==> config.mk <==
export PLATFORM = sky130hd
export DESIGN_NAME = axi_lite_bram_responder
export DESIGN_NICKNAME = d
export VERILOG_FILES = /design/src/rtl/axi_lite_bram_responder.sv
export SDC_FILE = /design/constraint.sdc
export NUM_CORES = 1
export LEC_CHECK = 0
export ABC_AREA = 0
export BUFFER_PORTS_ARGS = -buffer_cell sky130_fd_sc_hd__buf_2
export CAP_MARGIN = 20
export CORE_AREA = 2 2 117 176
export DETAILED_ROUTE_END_ITERATION = 6
export DIE_AREA = 0 0 119 178
export PLACE_DENSITY = 0.72
export SLEW_MARGIN = 20
export SYNTH_ARGS = -nofsm -noshare
export SYNTH_HDL_FRONTEND = slang
export SYNTH_SLANG_ARGS = --single-unit
==> constraint.sdc <==
create_clock -name sys_clk -period 2.08 [get_ports sys_clk]
set_input_delay 0.104 -clock sys_clk [delete_from_list [all_inputs] [get_ports sys_clk]]
set_output_delay 0.104 -clock sys_clk [all_outputs]
set_load 0.1 [all_outputs]
==> src/rtl/axi_lite_bram_responder.sv <==
// axi_lite_bram_responder: AXI4-Lite slave in front of a single-port BRAM.
// One transaction in flight; reads and writes alternate under contention.
module axi_lite_bram_responder #(
  parameter logic [31:0] BASE_ADDR = 32'h0000_0000,
  parameter int unsigned MEM_WORDS = 4096
) (
  input  logic        sys_clk,
  input  logic        sys_rst_n,
  input  logic [31:0] s_axi_araddr,
  input  logic        s_axi_arvalid,
  output logic        s_axi_arready,
  output logic [31:0] s_axi_rdata,
  output logic [1:0]  s_axi_rresp,
  output logic        s_axi_rvalid,
  input  logic        s_axi_rready,
  input  logic [31:0] s_axi_awaddr,
  input  logic        s_axi_awvalid,
  output logic        s_axi_awready,
  input  logic [31:0] s_axi_wdata,
  input  logic [3:0]  s_axi_wstrb,
  input  logic        s_axi_wvalid,
  output logic        s_axi_wready,
  output logic [1:0]  s_axi_bresp,
  output logic        s_axi_bvalid,
  input  logic        s_axi_bready,
  output logic        mem_en,
  output logic [3:0]  mem_we,
  output logic [29:0] mem_addr,
  output logic [31:0] mem_din,
  input  logic [31:0] mem_dout
);

  typedef enum logic [2:0] {
    IDLE, WR, RD_ISSUE, RD_CAPTURE, BRESP, RRESP
  } state_t;

  localparam logic [30:0] WORDS = 31'(MEM_WORDS);

  state_t      state;
  logic        ar_full, aw_full, w_full;
  logic [31:0] ar_addr, aw_addr, w_data;
  logic [3:0]  w_strb;
  logic        last_wr;

  logic [31:0] ar_off, aw_off;
  logic        ar_ok, aw_ok;
  logic        wr_elig, rd_elig;
  logic        grant_rd, grant_wr;
  logic        rd_done, wr_done;

  assign s_axi_arready = sys_rst_n & ~ar_full;
  assign s_axi_awready = sys_rst_n & ~aw_full;
  assign s_axi_wready  = sys_rst_n & ~w_full;

  // offset[31:2] < MEM_WORDS is the same as offset < 4*MEM_WORDS
  assign ar_off = ar_addr - BASE_ADDR;
  assign aw_off = aw_addr - BASE_ADDR;
  assign ar_ok  = {1'b0, ar_off} < {WORDS, 2'b00};
  assign aw_ok  = {1'b0, aw_off} < {WORDS, 2'b00};

  assign wr_elig  = aw_full & w_full;
  assign rd_elig  = ar_full;
  assign grant_rd = (state == IDLE) & rd_elig
                  & (~wr_elig | last_wr);
  assign grant_wr = (state == IDLE) & wr_elig & ~grant_rd;
  assign rd_done  = (state == RRESP) & s_axi_rready;
  assign wr_done  = (state == BRESP) & s_axi_bready;

  always_ff @(posedge sys_clk) begin
    if (!sys_rst_n) begin
      ar_full <= 1'b0;
      aw_full <= 1'b0;
      w_full  <= 1'b0;
      ar_addr <= '0;
      aw_addr <= '0;
      w_data  <= '0;
      w_strb  <= '0;
    end else begin
      if (s_axi_arvalid && s_axi_arready) begin
        ar_full <= 1'b1;
        ar_addr <= s_axi_araddr;
      end else if (rd_done) begin
        ar_full <= 1'b0;
      end
      if (s_axi_awvalid && s_axi_awready) begin
        aw_full <= 1'b1;
        aw_addr <= s_axi_awaddr;
      end else if (wr_done) begin
        aw_full <= 1'b0;
      end
      if (s_axi_wvalid && s_axi_wready) begin
        w_full <= 1'b1;
        w_data <= s_axi_wdata;
        w_strb <= s_axi_wstrb;
      end else if (wr_done) begin
        w_full <= 1'b0;
      end
    end
  end

  always_ff @(posedge sys_clk) begin
    if (!sys_rst_n) begin
      state        <= IDLE;
      last_wr      <= 1'b1;
      mem_en       <= 1'b0;
      mem_we       <= '0;
      mem_addr     <= '0;
      mem_din      <= '0;
      s_axi_bvalid <= 1'b0;
      s_axi_bresp  <= '0;
      s_axi_rvalid <= 1'b0;
      s_axi_rresp  <= '0;
      s_axi_rdata  <= '0;
    end else begin
      unique case (state)
        IDLE: begin
          if (grant_rd) begin
            last_wr <= 1'b0;
            if (ar_ok) begin
              state    <= RD_ISSUE;
              mem_en   <= 1'b1;
              mem_we   <= '0;
              mem_addr <= ar_off[31:2];
            end else begin
              state        <= RRESP;
              s_axi_rvalid <= 1'b1;
              s_axi_rresp  <= 2'b10;
              s_axi_rdata  <= '0;
            end
          end else if (grant_wr) begin
            last_wr <= 1'b1;
            if (aw_ok) begin
              state    <= WR;
              mem_en   <= 1'b1;
              mem_we   <= w_strb;
              mem_addr <= aw_off[31:2];
              mem_din  <= w_data;
            end else begin
              state        <= BRESP;
              s_axi_bvalid <= 1'b1;
              s_axi_bresp  <= 2'b10;
            end
          end
        end
        WR: begin
          mem_en       <= 1'b0;
          mem_we       <= '0;
          s_axi_bvalid <= 1'b1;
          s_axi_bresp  <= 2'b00;
          state        <= BRESP;
        end
        RD_ISSUE: begin
          mem_en <= 1'b0;
          state  <= RD_CAPTURE;
        end
        RD_CAPTURE: begin
          s_axi_rdata  <= mem_dout;
          s_axi_rvalid <= 1'b1;
          s_axi_rresp  <= 2'b00;
          state        <= RRESP;
        end
        BRESP: begin
          if (s_axi_bready) begin
            s_axi_bvalid <= 1'b0;
            s_axi_bresp  <= '0;
            state        <= IDLE;
          end
        end
        RRESP: begin
          if (s_axi_rready) begin
            s_axi_rvalid <= 1'b0;
            s_axi_rresp  <= '0;
            s_axi_rdata  <= '0;
            state        <= IDLE;
          end
        end
        default: state <= IDLE;
      endcase
    end
  end

endmodule

==> reports/summary.md, run 1 <==
TritonCTS built the clock tree. The boundary pin count is 247, and the row count is 63. The flow ran to the end, and the final reports show no timing, DRC or antenna violations. The worst min-delay path class was in -> reg. After routing the design area is 0.01138 mm². In the final layout, flip-flops and latches occupy 0.004125 mm². Ranked by total cell area, the synthesized netlist is headed by sky130_fd_sc_hd__dfxtp_1 53%, sky130_fd_sc_hd__nand2_1 11%, sky130_fd_sc_hd__o21ai_0 6.6%.

After clock tree synthesis, the clock-pin slew on the worst setup and hold paths is 60 ps. The global-route congestion overflow total was 0. The sequential-to-total area share from yosys stat was 0.5298.

Die area: 0.02118 mm². The proportion of netlist area held by the largest area contributor was 0.5298. The synthesized design spends more area on one cell type than any other, namely sky130_fd_sc_hd__dfxtp_1. For the critical path required time, the log shows 2460 ps. The half-perimeter wire length after placement was 13.33 mm; the aggregate global-route resource usage was 0.2043. The worst register-to-register path has a setup slack of 110 ps. Setup violations remaining at the end of the flow were counted as 0. The tools report the root buffer cell as sky130_fd_sc_hd__clkbuf_16.

Initial core utilization: 0.3966. The tools report the number of H-tree branching levels as 1. The total CTS buffers was 21.

The synthesized cell area came out at 0.007784 mm². For the tightest slew margin relative to the limit, the log shows 0.4305. The startpoint kind of the worst setup timing path was a flip-flop. The most frequently used flop master after synthesis was sky130_fd_sc_hd__dfxtp_1. At the end of routability-driven placement, the weighted congestion stood at 0.7884. The cell area power density works out to 808.1 mW/mm². The clock reaches the later pin of the worst-skew pair after 490 ps. Clock sink count: 206. The startpoint identified for the worst register-to-register timing path is aw_addr[18]$_SDFFE_PN0P_. In the final routed layout, each cell accounts on average for 14.98 µm. Entering global routing, the biggest net connects 179 pins. The number of global-route vias before repair was 7367. The share of the clock period used by the worst path after layout was 0.9484. The buffer levels on the longest clock path came out at 3.

The total area inside the core boundary comes to 0.01963 mm². Type of the worst setup path: reg -> reg. The average instance area after synthesis was 8.916 µm². The post-synthesis async set-or-reset flop share was 0. Summed over all cells, the static leakage comes to 0.004965 µW.

The tools report the wire length after detailed routing as 22.48 mm. The synthesized design contains 0 enable-type register cells. The synthesized instance count was 873.

Peak fanout along the critical path: 27. Summing all multi-input logic gate instances after layout gives 0.003373 mm². After detailed routing, the number of remaining DRC violations is 0. The number of antenna violations at the first check in global routing is 1.

Across the VDD grid, the largest voltage drop is 665.0 µV. The tools report the number of inserted filler cells in the final layout as 1607. The run gives 0 as the count of buffers added by post-CTS timing repair for setup. Measured along the x axis, the die boundary spans 119 µm. The die is 178 µm tall. The fraction of layout cells with a size suffix above 1 was 0.3102.

For this run, the top clock speed supported by timing is 507.0 MHz. The tools report the final number of max-transition violations as 0. The detailed-route via count is 7401. The post-layout minimum cycle time was 1973 ps; the transition time of the tightest slew-check pin was 854.3 ps. The count of TritonRoute iterations in the first routing pass is 6. The first routing iteration left 362 violations. Max-cap violations in this run came to 0. The path with the worst hold slack has its endpoint at s_axi_rvalid$_SDFFE_PN0P_.

For the yosys synthesis warning count, the log shows 0. The synthesized netlist contains 48 unique library cells. The worst path arrival time came out at 2350 ps. Kind of capture point of the worst setup path: a flip-flop.

The first global-routing pass estimated 35.65 mm of wire. Between clock sinks in the finished design, the worst skew comes to 11.45 ps. The final-stage net count was 1363; the summed negative setup slack over all endpoints was 0 ps. The worst hold path passes through 3 cells.

In this run the critical register-to-register path is captured at mem_din[25]$_SDFFE_PN0P_. Dividing the detail-routed via count by the number of cells gives 4.934. The final hold violation count was 0. After synthesis the netlist holds a flip-flop and latch count of 206.

The run gives 0.009339 mm² as the total cell area at the placement stage. Depth of the most critical reg-to-reg path: 6. Setup repair after global routing left no endpoint under its margin. The tools report the worst hold path startpoint as sys_rst_n.

The count of nets left with antenna violations after detail routing is 0. Buffers placed on the I/O ports in this run total 240. Relative to the synthesized area, the layout overhead comes to 46.26%.
==> final cells by class <==
class	count	share of cell area
Sequential cell	206	0.3623
Timing Repair Buffer	397	0.2520
Clock inverter	10	0.009452
Multi-Input combinational cell	595	0.2963
Antenna cell	2	0.0004396
Tap cell	260	0.02857
Clock buffer	27	0.04990
Inverter	3	0.0009891
==> how the worst max path moves through the flow <==
stage / start / end / slack [ps] / cells past startpoint
global route: aw_addr[18]$_SDFFE_PN0P_ / mem_din[25]$_SDFFE_PN0P_ / 20 / 6
detailed placement: ar_addr[26]$_SDFFE_PN0P_ / s_axi_rdata[31]$_SDFFE_PN0P_ / -50 / 7
CTS: ar_addr[26]$_SDFFE_PN0P_ / s_axi_rdata[31]$_SDFFE_PN0P_ / 40 / 7
global placement: ar_addr[26]$_SDFFE_PN0P_ / s_axi_rdata[20]$_SDFFE_PN0P_ / -60 / 7
finish: aw_addr[18]$_SDFFE_PN0P_ / mem_din[25]$_SDFFE_PN0P_ / 110 / 6
floorplan: sys_rst_n / w_strb[1]$_SDFFE_PN0P_ / 170 / 7
==> power breakdown <==
group	internal (µW)	switching [µW]	total [µW]
sequential	4110	95.3	4210
clock	2180	1560	3740
combinational	544	711	1250
==> state kept, by name, indices dropped and copies added, names as in the netlist, 3 cells and up <==
name / cells
w_strb: 4
mem_addr: 30
mem_din: 32
mem_we: 4
w_data: 32
s_axi_rdata: 32
state: 3
ar_addr: 30
aw_addr: 30
==> repair_timing <==
item,in CTS,in global routing
hold buffers,135,0
gates resized for setup,1,3
endpoints found under the setup margin,34,25
endpoints found under the hold margin,132,0
==> placed cells by master (no fill, tap or decap), drive strengths merged, types with 5 or more instances in the layout <==
| master | instances |
|---|---|
| buf | 262 |
| and2 | 6 |
| clkinv | 5 |
| a21oi | 8 |
| nand2 | 230 |
| a22oi | 32 |
| nand3 | 40 |
| nor4 | 13 |
| mux2 | 12 |
| clkbuf | 27 |
| dlygate4sd3 | 135 |
| dfxtp | 206 |
| nor2 | 50 |
| and3 | 19 |
| o21ai | 138 |
| mux2i | 17 |
==> cells in the mapped netlist, types with 7 or more instances <==
library cell               instances
sky130_fd_sc_hd__nand2_1         230
sky130_fd_sc_hd__dfxtp_1         206
sky130_fd_sc_hd__o21ai_0         102
sky130_fd_sc_hd__nor2_1           50
sky130_fd_sc_hd__clkbuf_1         49
sky130_fd_sc_hd__a22oi_1          32
sky130_fd_sc_hd__o21ai_2          32
sky130_fd_sc_hd__nand3_2          30
sky130_fd_sc_hd__and3_1           19
sky130_fd_sc_hd__mux2i_1          17
sky130_fd_sc_hd__nand3_1          10
sky130_fd_sc_hd__nor4_1            9
sky130_fd_sc_hd__a21oi_1           8
sky130_fd_sc_hd__buf_2             7
sky130_fd_sc_hd__buf_6             7
==> worst max-delay path, stage by stage, from the launching register on <==
cell	delay (ps)
sky130_fd_sc_hd__dfxtp_1	340
sky130_fd_sc_hd__nor4_4	320
sky130_fd_sc_hd__nand3_2	150
sky130_fd_sc_hd__or4_4	650
sky130_fd_sc_hd__buf_12	230
sky130_fd_sc_hd__nand3_2	100
sky130_fd_sc_hd__o21ai_2	70
==> cells by family (layout without fill, tap and decap cells) <==
group	after synthesis	after routing	synth area share
other	1	4	0.0004818
buffers and inverters	73	437	0.04404
AND/OR/NAND/NOR	369	369	0.2273
flip-flops	206	206	0.5298
AO/OA/AOI/OAI	195	195	0.1591
multiplexers	29	29	0.03922
==> routing by layer <==
layer,global-route usage,wire [µm],up-vias,part of all wire
li1,-,-,3677,-
met1,0.2286,8655,3429,0.39
met2,0.3750,11900,233,0.53
met3,0.03613,1051,62,0.047
met4,0.09425,872,0,0.039
met5,0,0,-,0
==> metrics by stage <==
step	hold WS (ps)	power, µW	worst slack [ps]	util	instances
floorplan	212.6	4947	173.1	-	874
global placement	296.1	5307	-61.41	0.4758	1326
detailed placement	303.4	5325	-45.71	0.4758	1326
CTS	6.683	9285	42.35	0.5794	1498
global route	40.29	9595	24.31	0.5799	1499
finish	21.15	9200	107.4	0.5800	1500
(Power assumes the default switching activity.)
==> run 2, diff against run 1 <==
Settings changed: ABC_AREA 0 to 1, CORE_AREA 2 2 117 176 to 2 2 116 175, CTS_CLUSTER_SIZE from default to 10, DIE_AREA 0 0 119 178 to 0 0 118 177.
==> run 2 against run 1 <==
Effect of this change:
- die area decreased by 1.4%
- fmax grew 4.5%
- wire length down 2.0%
- non-clock buffer count fell by 14
- synthesized cell count grew 15%
- first-iteration DRC count rose by 6.6%
- design area shrank 3.2%
- setup slack better by 85 ps
- combinational power rose by 97%
- sequential power grew 5%
- global-route usage fell by 0.41 points
- critical endpoint is now mem_addr[25]$_SDFFE_PN0P_
- sequential share of layout area increased by 1.2 points
==> reports/summary.md, run 2 <==
The flow ran to the end, and the final reports show no timing, DRC or antenna violations. The buffer levels on the longest clock path was 3 (unchanged). The gate family responsible for the most delay along the worst path was simple AND/OR/NAND/NOR gates (unchanged). The worst hold path startpoint is s_axi_arvalid (was sys_rst_n). The clock sink count is 206 (unchanged).

The tools report the number of design rule violations left after detail routing as 0 (unchanged). Ranking of synthesized cells by instance count: 281 x sky130_fd_sc_hd__nand2_1, 206 x sky130_fd_sc_hd__dfxtp_1, 111 x sky130_fd_sc_hd__a21oi_1 (was 230 x sky130_fd_sc_hd__nand2_1, 206 x sky130_fd_sc_hd__dfxtp_1, 102 x sky130_fd_sc_hd__o21ai_0). For the count of TritonRoute iterations in the first routing pass, the log shows 5 (was 6). The final number of max-transition violations is 0 (unchanged). The total setup violations reported at the end of the flow was 0 (unchanged); the proportion of netlist area held by the largest area contributor was 0.5399 (was 0.5298).

The worst min-delay path class was in -> reg (unchanged). The logs give 0.2002 (was 0.2043) for the aggregate global-route resource usage and 28 (was 48) for the count of different cell masters after synthesis. Leading area contributor after synthesis: sky130_fd_sc_hd__dfxtp_1 (unchanged). The DRC violation total after the first TritonRoute iteration was 386 (was 362).

The tools report the final-stage net count as 1494 (was 1363). Kind of capture point of the worst setup path: a flip-flop (unchanged). The clock transition at the register clock pins on the worst setup and hold paths after CTS works out to 50 ps (was 60 ps).

The tools report the part of the power in registers as 0.422 (was 0.457). The depth of the most critical reg-to-reg path is 10 (was 6). Type of the worst setup path: reg -> reg (unchanged). The most frequently used flop master after synthesis is sky130_fd_sc_hd__dfxtp_1 (unchanged).

The tools report the net switching component of the power as 3368 µW (was 2363 µW). The critical path required time was 2470 ps (was 2460 ps). The via density per instance works out to 4.733 (was 4.934).

Top area cells in the synthesized netlist: sky130_fd_sc_hd__dfxtp_1 54%, sky130_fd_sc_hd__nand2_1 14%, sky130_fd_sc_hd__a21oi_1 7.3% (was sky130_fd_sc_hd__dfxtp_1 53%, sky130_fd_sc_hd__nand2_1 11%, sky130_fd_sc_hd__o21ai_0 6.6%). The synthesis-to-finish area growth was 44.28% (was 46.26%). The average instance area after synthesis is 7.608 µm² (was 8.916 µm²). Commonest cells after routing, fill and taps aside: 281 x sky130_fd_sc_hd__nand2_1, 236 x sky130_fd_sc_hd__buf_2, 206 x sky130_fd_sc_hd__dfxtp_1 (was 236 x sky130_fd_sc_hd__buf_2, 230 x sky130_fd_sc_hd__nand2_1, 205 x sky130_fd_sc_hd__dfxtp_1). The run gives 0 (unchanged) as the global-route congestion overflow total. The tools report the hold-critical path endpoint as ar_addr[15]$_SDFFE_PN0P_ (was s_axi_rvalid$_SDFFE_PN0P_). The number of port buffers works out to 240 (unchanged).

Die height: 177 µm (was 178 µm). The most common library cell in the layout ignoring fill and taps is sky130_fd_sc_hd__nand2_1 (was sky130_fd_sc_hd__buf_2). Buffers plus inverters on the worst setup path: 2 (was 1).

Master of the slowest instance on the critical path: sky130_fd_sc_hd__dfxtp_1 (was sky130_fd_sc_hd__or4_4). The transition time of the tightest slew-check pin works out to 669.8 ps (was 854.3 ps). The start of the worst register-to-register path is aw_addr[20]$_SDFFE_PN0P_ (was aw_addr[18]$_SDFFE_PN0P_). The placer's final routability congestion estimate came out at 0.8417 (was 0.7884).

The post-layout minimum cycle time came out at 1887 ps (was 1973 ps). For the boundary pin count, the log shows 247 (unchanged). The tools report the tightest slew margin relative to the limit as 0.5534 (was 0.4305). The total power of the final layout is 10420 µW (was 9200 µW), and the number of maximum-capacitance violations is 0 (unchanged). The run gives 0.236 (was 0.136) as the combinational group share of total power. Number of global-route vias before repair: 7394 (was 7367). The yosys synthesis warning count is 0 (unchanged), and the cell area power density is 945.5 mW/mm² (was 808.1 mW/mm²). Number of synthesized flops with an enable pin: 0 (unchanged).

The instance count along the most critical hold path is 5 (was 3), and the peak ir drop on the vdd network is 687.0 µV (was 665.0 µV). The half-perimeter wire length after placement was 13.28 mm (was 13.33 mm). The register bit total from synthesis works out to 206 (unchanged). The post-synthesis async set-or-reset flop share is 0 (unchanged), and the worst path arrival time is 2280 ps (was 2350 ps).

Setup repair after global routing left no endpoint under its margin. The area inside the core boundary came out at 0.01947 mm² (was 0.01963 mm²). The startpoint kind of the worst setup timing path is a flip-flop (unchanged). For the sequential-to-total area share from yosys stat, the log shows 0.5399 (was 0.5298). The row count is 63 (unchanged). The peak fanout along the critical path works out to 22 (was 27). The die area came out at 0.02089 mm² (was 0.02118 mm²). The tools report the worst clock skew as 10.78 ps (was 11.45 ps).

TritonCTS built the clock tree. The run gives 7663 (was 7401) as the detailed-route via count. For the number of inserted filler cells in the final layout, the log shows 1749 (was 1607). Root buffer cell: sky130_fd_sc_hd__clkbuf_16 (unchanged). The fraction of power spent switching nets was 0.3232 (was 0.2569); the total CTS buffers was 24 (was 21).

Registers with the most flip-flops: mem_din: 32 flops, s_axi_rdata: 32 flops, w_data: 32 flops (unchanged). The run gives 0 (unchanged) as the count of buffers added by post-CTS timing repair for setup. The fraction of layout cells with a size suffix above 1 came out at 0.2242 (was 0.3102). The tools report the count of nets left with antenna violations after detail routing as 0 (unchanged). The reg2reg setup slack was 190 ps (was 110 ps). The initial core utilization came out at 0.3923 (was 0.3966).

Critical path, cell by cell: nor2_1, nand3_1, nor2_1, nand2_1, nand2_2, nand2_4, nor2_8, inv_4, nand3_1, inv_1 (was nor4_4, nand3_2, or4_4, buf_12, nand3_2, o21ai_2). The tools report the first-pass GRT wire length as 34.92 mm (was 35.65 mm). Capture point of the worst reg-to-reg path: mem_addr[25]$_SDFFE_PN0P_ (was mem_din[25]$_SDFFE_PN0P_).

For the internal power, the log shows 7052 µW (was 6837 µW). The run gives 0 (unchanged) as the final hold violation count. The number of antenna violations at the first check in global routing is 2 (was 1), and the portion of total power attributed to the clock network is 0.342 (was 0.407). The detail-routed net length per standard cell was 13.60 µm (was 14.98 µm); the leakage dissipation was 0.005282 µW (was 0.004965 µW).

Share of the clock period used by the worst path after layout: 0.9073 (was 0.9484). The dominant cell by count in the synthesized netlist is sky130_fd_sc_hd__nand2_1 (unchanged). The synthesized cell area was 0.007639 mm² (was 0.007784 mm²); the number of H-tree branching levels was 1 (unchanged). The tools report the clock latency reported for the late side of the worst-skew pair as 500 ps (was 490 ps). The die extent in x was 118 µm (was 119 µm); the summed negative setup slack over all endpoints was 0 ps (unchanged). The tools report the top achievable clock speed as 529.9 MHz (was 507.0 MHz). The maximum single-stage delay on the critical path was 310 ps (was 650 ps); the wire length after detailed routing was 22.02 mm (was 22.48 mm).

The pin count of the biggest net entering global routing was 166 (was 179); the synthesized instance count was 1004 (was 873).
run 2: timing repair:
item	in CTS	in global routing
endpoints found under the hold margin	131	0
endpoints found under the setup margin	0	34
resized for setup	0	1
hold buffers	130	0
run 2: worst max path at each step:
stage | start | cells past startpoint | end | slack [ps]
detailed placement | ar_addr[14]$_SDFFE_PN0P_ | 9 | s_axi_rdata[14]$_SDFFE_PN0P_ | 100
floorplan | w_full$_SDFFE_PN0P_ | 6 | w_data[24]$_SDFFE_PN0P_ | 30
CTS | ar_addr[14]$_SDFFE_PN0P_ | 9 | s_axi_rdata[14]$_SDFFE_PN0P_ | 90
finish | aw_addr[20]$_SDFFE_PN0P_ | 10 | mem_addr[25]$_SDFFE_PN0P_ | 190
global route | aw_addr[20]$_SDFFE_PN0P_ | 10 | mem_addr[29]$_SDFFE_PN0P_ | 30
global placement | ar_addr[14]$_SDFFE_PN0P_ | 9 | s_axi_rdata[9]$_SDFFE_PN0P_ | 170
run 2: logic make-up after synthesis:
group           share of synthesized area
simple gates                       0.2645
flops                              0.5399
compound gates                     0.1124
buf+inv                           0.08272
other cells                     0.0004909
run 2: power by group through the flow:
stage | combinational [µW] | clock, µW | sequential [µW]
2_1_floorplan | 1100 | 0 | 5130
4_1_cts | 2450 | 3640 | 4390
3_3_place_gp | 2240 | 0 | 4460
6_report | 2460 | 3560 | 4400
3_5_place_dp | 2250 | 0 | 4480
5_1_grt | 2670 | 3790 | 4430
run 2: layout make-up:
class / count / area, µm² / share of cell area
Sequential cell: 206 / 4124 / 0.3742
Multi-Input combinational cell: 647 / 2905 / 0.2636
Timing Repair Buffer: 383 / 2673 / 0.2425
Clock buffer: 26 / 629.4 / 0.05711
Inverter: 93 / 351.6 / 0.03190
Tap cell: 260 / 325.3 / 0.02952
Antenna cell: 3 / 7.507 / 0.0006812
Clock inverter: 1 / 5.005 / 0.0004541
run 2: routing by layer:
layer / GRT usage / share of wire / vias to the layer above
met3: 0.03802 / 0.060 / 74
met1: 0.2235 / 0.39 / 3442
met5: 0 / 0 / -
met4: 0.1069 / 0.048 / 0
li1: - / - / 3869
met2: 0.3595 / 0.51 / 278
run 2: worst register-to-register path, cell delays in order (launching register included):
cell	delay, ps
sky130_fd_sc_hd__dfxtp_1	310
sky130_fd_sc_hd__nor2_1	140
sky130_fd_sc_hd__nand3_1	80
sky130_fd_sc_hd__nor2_1	300
sky130_fd_sc_hd__nand2_1	160
sky130_fd_sc_hd__nand2_2	120
sky130_fd_sc_hd__nand2_4	70
sky130_fd_sc_hd__nor2_8	280
sky130_fd_sc_hd__inv_4	160
sky130_fd_sc_hd__nand3_1	110
sky130_fd_sc_hd__inv_1	50
run 2: metrics by stage:
| step | cell area [µm²] | std cells | setup slack (ps) | utilization | hold slack [ps] |
|---|---|---|---|---|---|
| after global placement | 9072 | 1459 | 166.2 | 0.4660 | 298.4 |
| after global routing | 11020 | 1618 | 25.64 | 0.5659 | 59.30 |
| final | 11020 | 1619 | 192.7 | 0.5660 | 31.78 |
| after CTS | 11010 | 1616 | 87.81 | 0.5654 | 24.02 |
| after floorplan | 7650 | 1005 | 32.58 | - | 214.5 |
| after detailed placement | 9072 | 1459 | 100.4 | 0.4660 | 301.9 |
==> run 3, diff against run 2 <==
Settings changed: ABC_AREA 1 to 0, CORE_AREA 2 2 116 175 to 2 2 117 176, DIE_AREA 0 0 118 177 to 0 0 119 178, SLEW_MARGIN 20 to default.
==> run 3 against run 2 <==
Effect of this change:
- fmax down 4.1%
- non-clock buffer count up 15
- sequential share of layout area down 1.1 points
- final cell count down 7.8%
- via count down 3.5%
- clock-buffer cell count up 2
- critical path type unchanged
- critical endpoint is now mem_din[26]$_SDFFE_PN0P_
- largest power group unchanged
==> reports/summary.md, run 3 (synthesis results as in run 1) <==
For the count of TritonRoute iterations in the first routing pass, the log shows 5 (unchanged). The logs give 35.45 mm (was 34.92 mm) for the first-pass GRT wire length and 0.3966 (was 0.3923) for the initial core utilization. The number of global-route vias before repair came out at 7296 (was 7394). The root buffer cell is sky130_fd_sc_hd__clkbuf_16 (unchanged).

The start of the worst register-to-register path was aw_addr[18]$_SDFFE_PN0P_ (was aw_addr[20]$_SDFFE_PN0P_). Peak ir drop on the vdd network: 587.2 µV (was 687.0 µV). The count of buffers added by post-CTS timing repair for setup was 0 (unchanged); the synthesis-to-finish area growth was 46.02% (was 44.28%). The flow ran to the end, and the final reports show no timing, DRC or antenna violations.

The worst min-delay path class is in -> reg (unchanged). Setup repair after global routing left no endpoint under its margin. The run gives 34.32 ps (was 31.78 ps) as the final-layout worst hold slack. The post-layout minimum cycle time is 1968 ps (was 1887 ps), and the final number of max-transition violations is 0 (unchanged). Registers with the most flip-flops: mem_din: 32 flops, s_axi_rdata: 32 flops, w_data: 32 flops (unchanged). The logs give 24 (unchanged) for the total CTS buffers and 0.01963 mm² (was 0.01947 mm²) for the area inside the core boundary. The via density per instance works out to 4.954 (was 4.733). The aggregate global-route resource usage came out at 0.2040 (was 0.2002). The run gives 0.7884 (was 0.8417) as the placer's final routability congestion estimate. Master of the slowest instance on the critical path: sky130_fd_sc_hd__or4_4 (was sky130_fd_sc_hd__dfxtp_1). The detail-routed net length per standard cell was 14.95 µm (was 13.60 µm). The reg2reg setup slack was 110 ps (was 190 ps).

The logs give 1367 (was 1494) for the final-stage net count and 1629 (was 1749) for the number of inserted filler cells in the final layout. The type of the worst setup path is reg -> reg (unchanged). For the net switching component of the power, the log shows 2320 µW (was 3368 µW).

By instance count, the cell type seen most on the critical path is sky130_fd_sc_hd__nand3_2. Most common library cell in the layout ignoring fill and taps: sky130_fd_sc_hd__buf_2 (was sky130_fd_sc_hd__nand2_1). The boundary pin count is 247 (unchanged), and the die extent in x is 119 µm (was 118 µm). Final hold violation count: 0 (unchanged).

The leakage dissipation was 0.004961 µW (was 0.005282 µW); the peak fanout along the critical path was 27 (was 22). The top achievable clock speed is 508.1 MHz (was 529.9 MHz), and the transition time of the tightest slew-check pin is 829.6 ps (was 669.8 ps). The kind of capture point of the worst setup path was a flip-flop (unchanged). The detailed-route via count is 7392 (was 7663).

The worst clock skew is 8.516 ps (was 10.78 ps), and the number of port buffers is 240 (unchanged). The clock sink count was 206 (unchanged); the clock transition at the register clock pins on the worst setup and hold paths after CTS was 60 ps (was 50 ps). The run gives 0.01137 mm² (was 0.01102 mm²) as the post-route cell area. Cell count after placement: 1326 (was 1459). The logs give 0 ps (unchanged) for the summed negative setup slack over all endpoints and 0.4470 (was 0.5534) for the tightest slew margin relative to the limit.

The timing startpoint of the critical path was aw_addr[18]$_SDFFE_PN0P_ (was aw_addr[20]$_SDFFE_PN0P_). The number of maximum-capacitance violations came out at 0 (unchanged). The logs give 0.461 (was 0.422) for the part of the power in registers and 22.31 mm (was 22.02 mm) for the wire length after detailed routing. Startpoint kind of the worst setup timing path: a flip-flop (unchanged). Number of design rule violations left after detail routing: 0 (unchanged). The cell area power density is 803.0 mW/mm² (was 945.5 mW/mm²), and the maximum single-stage delay on the critical path is 650 ps (was 310 ps). The die height was 178 µm (was 177 µm).

The run gives 2360 ps (was 2280 ps) as the worst path arrival time. Critical path, cell by cell: nor4_4, nand3_2, or4_4, buf_12, nand3_2, o21ai_2 (was nor2_1, nand3_1, nor2_1, nand2_1, nand2_2, nand2_4, nor2_8, inv_4, nand3_1, inv_1). The fraction of layout cells with a size suffix above 1 was 0.3065 (was 0.2242); the count of non-filler cells in the finished layout was 1492 (was 1619).

For the post-layout utilization of the core, the log shows 0.5791 (was 0.5660). The fraction of power spent switching nets was 0.2542 (was 0.3232); the share of the clock period used by the worst path after layout was 0.9463 (was 0.9073). The worst hold path startpoint was s_axi_rready (was s_axi_arvalid).

For the half-perimeter wire length after placement, the log shows 13.33 mm (was 13.28 mm). The pin count of the biggest net entering global routing is 179 (was 166), and the flip-flop and latch area is 0.004125 mm² (was 0.004124 mm²). Commonest cells after routing, fill and taps aside: 236 x sky130_fd_sc_hd__buf_2, 230 x sky130_fd_sc_hd__nand2_1, 205 x sky130_fd_sc_hd__dfxtp_1 (was 281 x sky130_fd_sc_hd__nand2_1, 236 x sky130_fd_sc_hd__buf_2, 206 x sky130_fd_sc_hd__dfxtp_1). The number of H-tree branching levels was 1 (unchanged). The logs give 63 (unchanged) for the row count and 0.009339 mm² (was 0.009072 mm²) for the total cell area at the placement stage. The die area is 0.02118 mm² (was 0.02089 mm²). For the multi-input gate area in the final layout, the log shows 0.003373 mm² (was 0.002905 mm²).

The clock latency reported for the late side of the worst-skew pair came out at 510 ps (was 500 ps). The DRC violation total after the first TritonRoute iteration is 450 (was 386). The logs give 2470 ps (about the same) for the critical path required time and 0 (unchanged) for the count of nets left with antenna violations after detail routing. The buffer levels on the longest clock path was 3 (unchanged). The logs give 1 (was 2) for the number of antenna violations at the first check in global routing and 0.137 (was 0.236) for the combinational group share of total power. The global-route congestion overflow total was 0 (unchanged); the internal power was 6807 µW (was 7052 µW). Total setup violations reported at the end of the flow: 0 (unchanged). For the portion of total power attributed to the clock network, the log shows 0.401 (was 0.342). TritonCTS built the clock tree.
[run 3: changes by cell type in the layout (fill, tap and decap cells not counted), sizes merged, moves of 24 or more]
cell	change
a21oi	-103
a22oi	+32
inv	-88
nand2	-57
nand3	-68
nor2	-24
o21ai	+79
[run 3: what timing repair did]
action,CTS,global route
setup endpoints to repair,34,30
endpoints found under the hold margin,134,0
resized for setup,1,3
hold buffers,136,0
[run 3: per-stage QoR]
step           total power, µW  worst slack, ps
6_report                  9127            111.7
5_1_grt                   9497            18.13
4_1_cts                   9220            57.21
3_5_place_dp              5325           -45.71
3_3_place_gp              5307           -61.41
2_1_floorplan             4947            173.1
[run 3: area by class of cell]
class / count / share of cell area
diodes: 2 / 0.0004403
clock buffers: 28 / 0.05691
inverters: 3 / 0.0009908
multi-input cells: 595 / 0.2968
flip-flops and latches: 206 / 0.3629
well taps: 260 / 0.02862
repair buffers: 398 / 0.2533
[run 3: metal layers]
metal  track usage  vias to the layer above  routed length [µm]
met5             0                        -                   0
met1        0.2307                     3367                8785
met4        0.1240                        0                1307
met2        0.3618                      266               11250
li1              -                     3661                   -
met3       0.02941                       98                 962
[run 3: worst paths after layout]
kind	endpoint	cells after the start
setup reg to reg	mem_din[26]$_SDFFE_PN0P_	6
setup / recovery	mem_din[26]$_SDFFE_PN0P_	6
hold reg to reg	mem_din[30]$_SDFFE_PN0P_	2
hold / removal	state[2]$_SDFFE_PN0P_	4
[run 3: critical path: cells and delay by family (launching register included)]
kind                   cells  cell delay (ps)
AND/OR/NAND/NOR            4             1220
AO/OA/AOI/OAI              1               70
flip-flops                 1              330
buffers and inverters      1              220
[run 3: power groups by stage]
stage	sequential, µW	combinational (µW)	clock [µW]
final	4210	1250	3660
after global placement	4280	1030	0
after CTS	4210	1240	3770
after global routing	4230	1360	3910
after floorplan	4390	557	0
after detailed placement	4290	1040	0
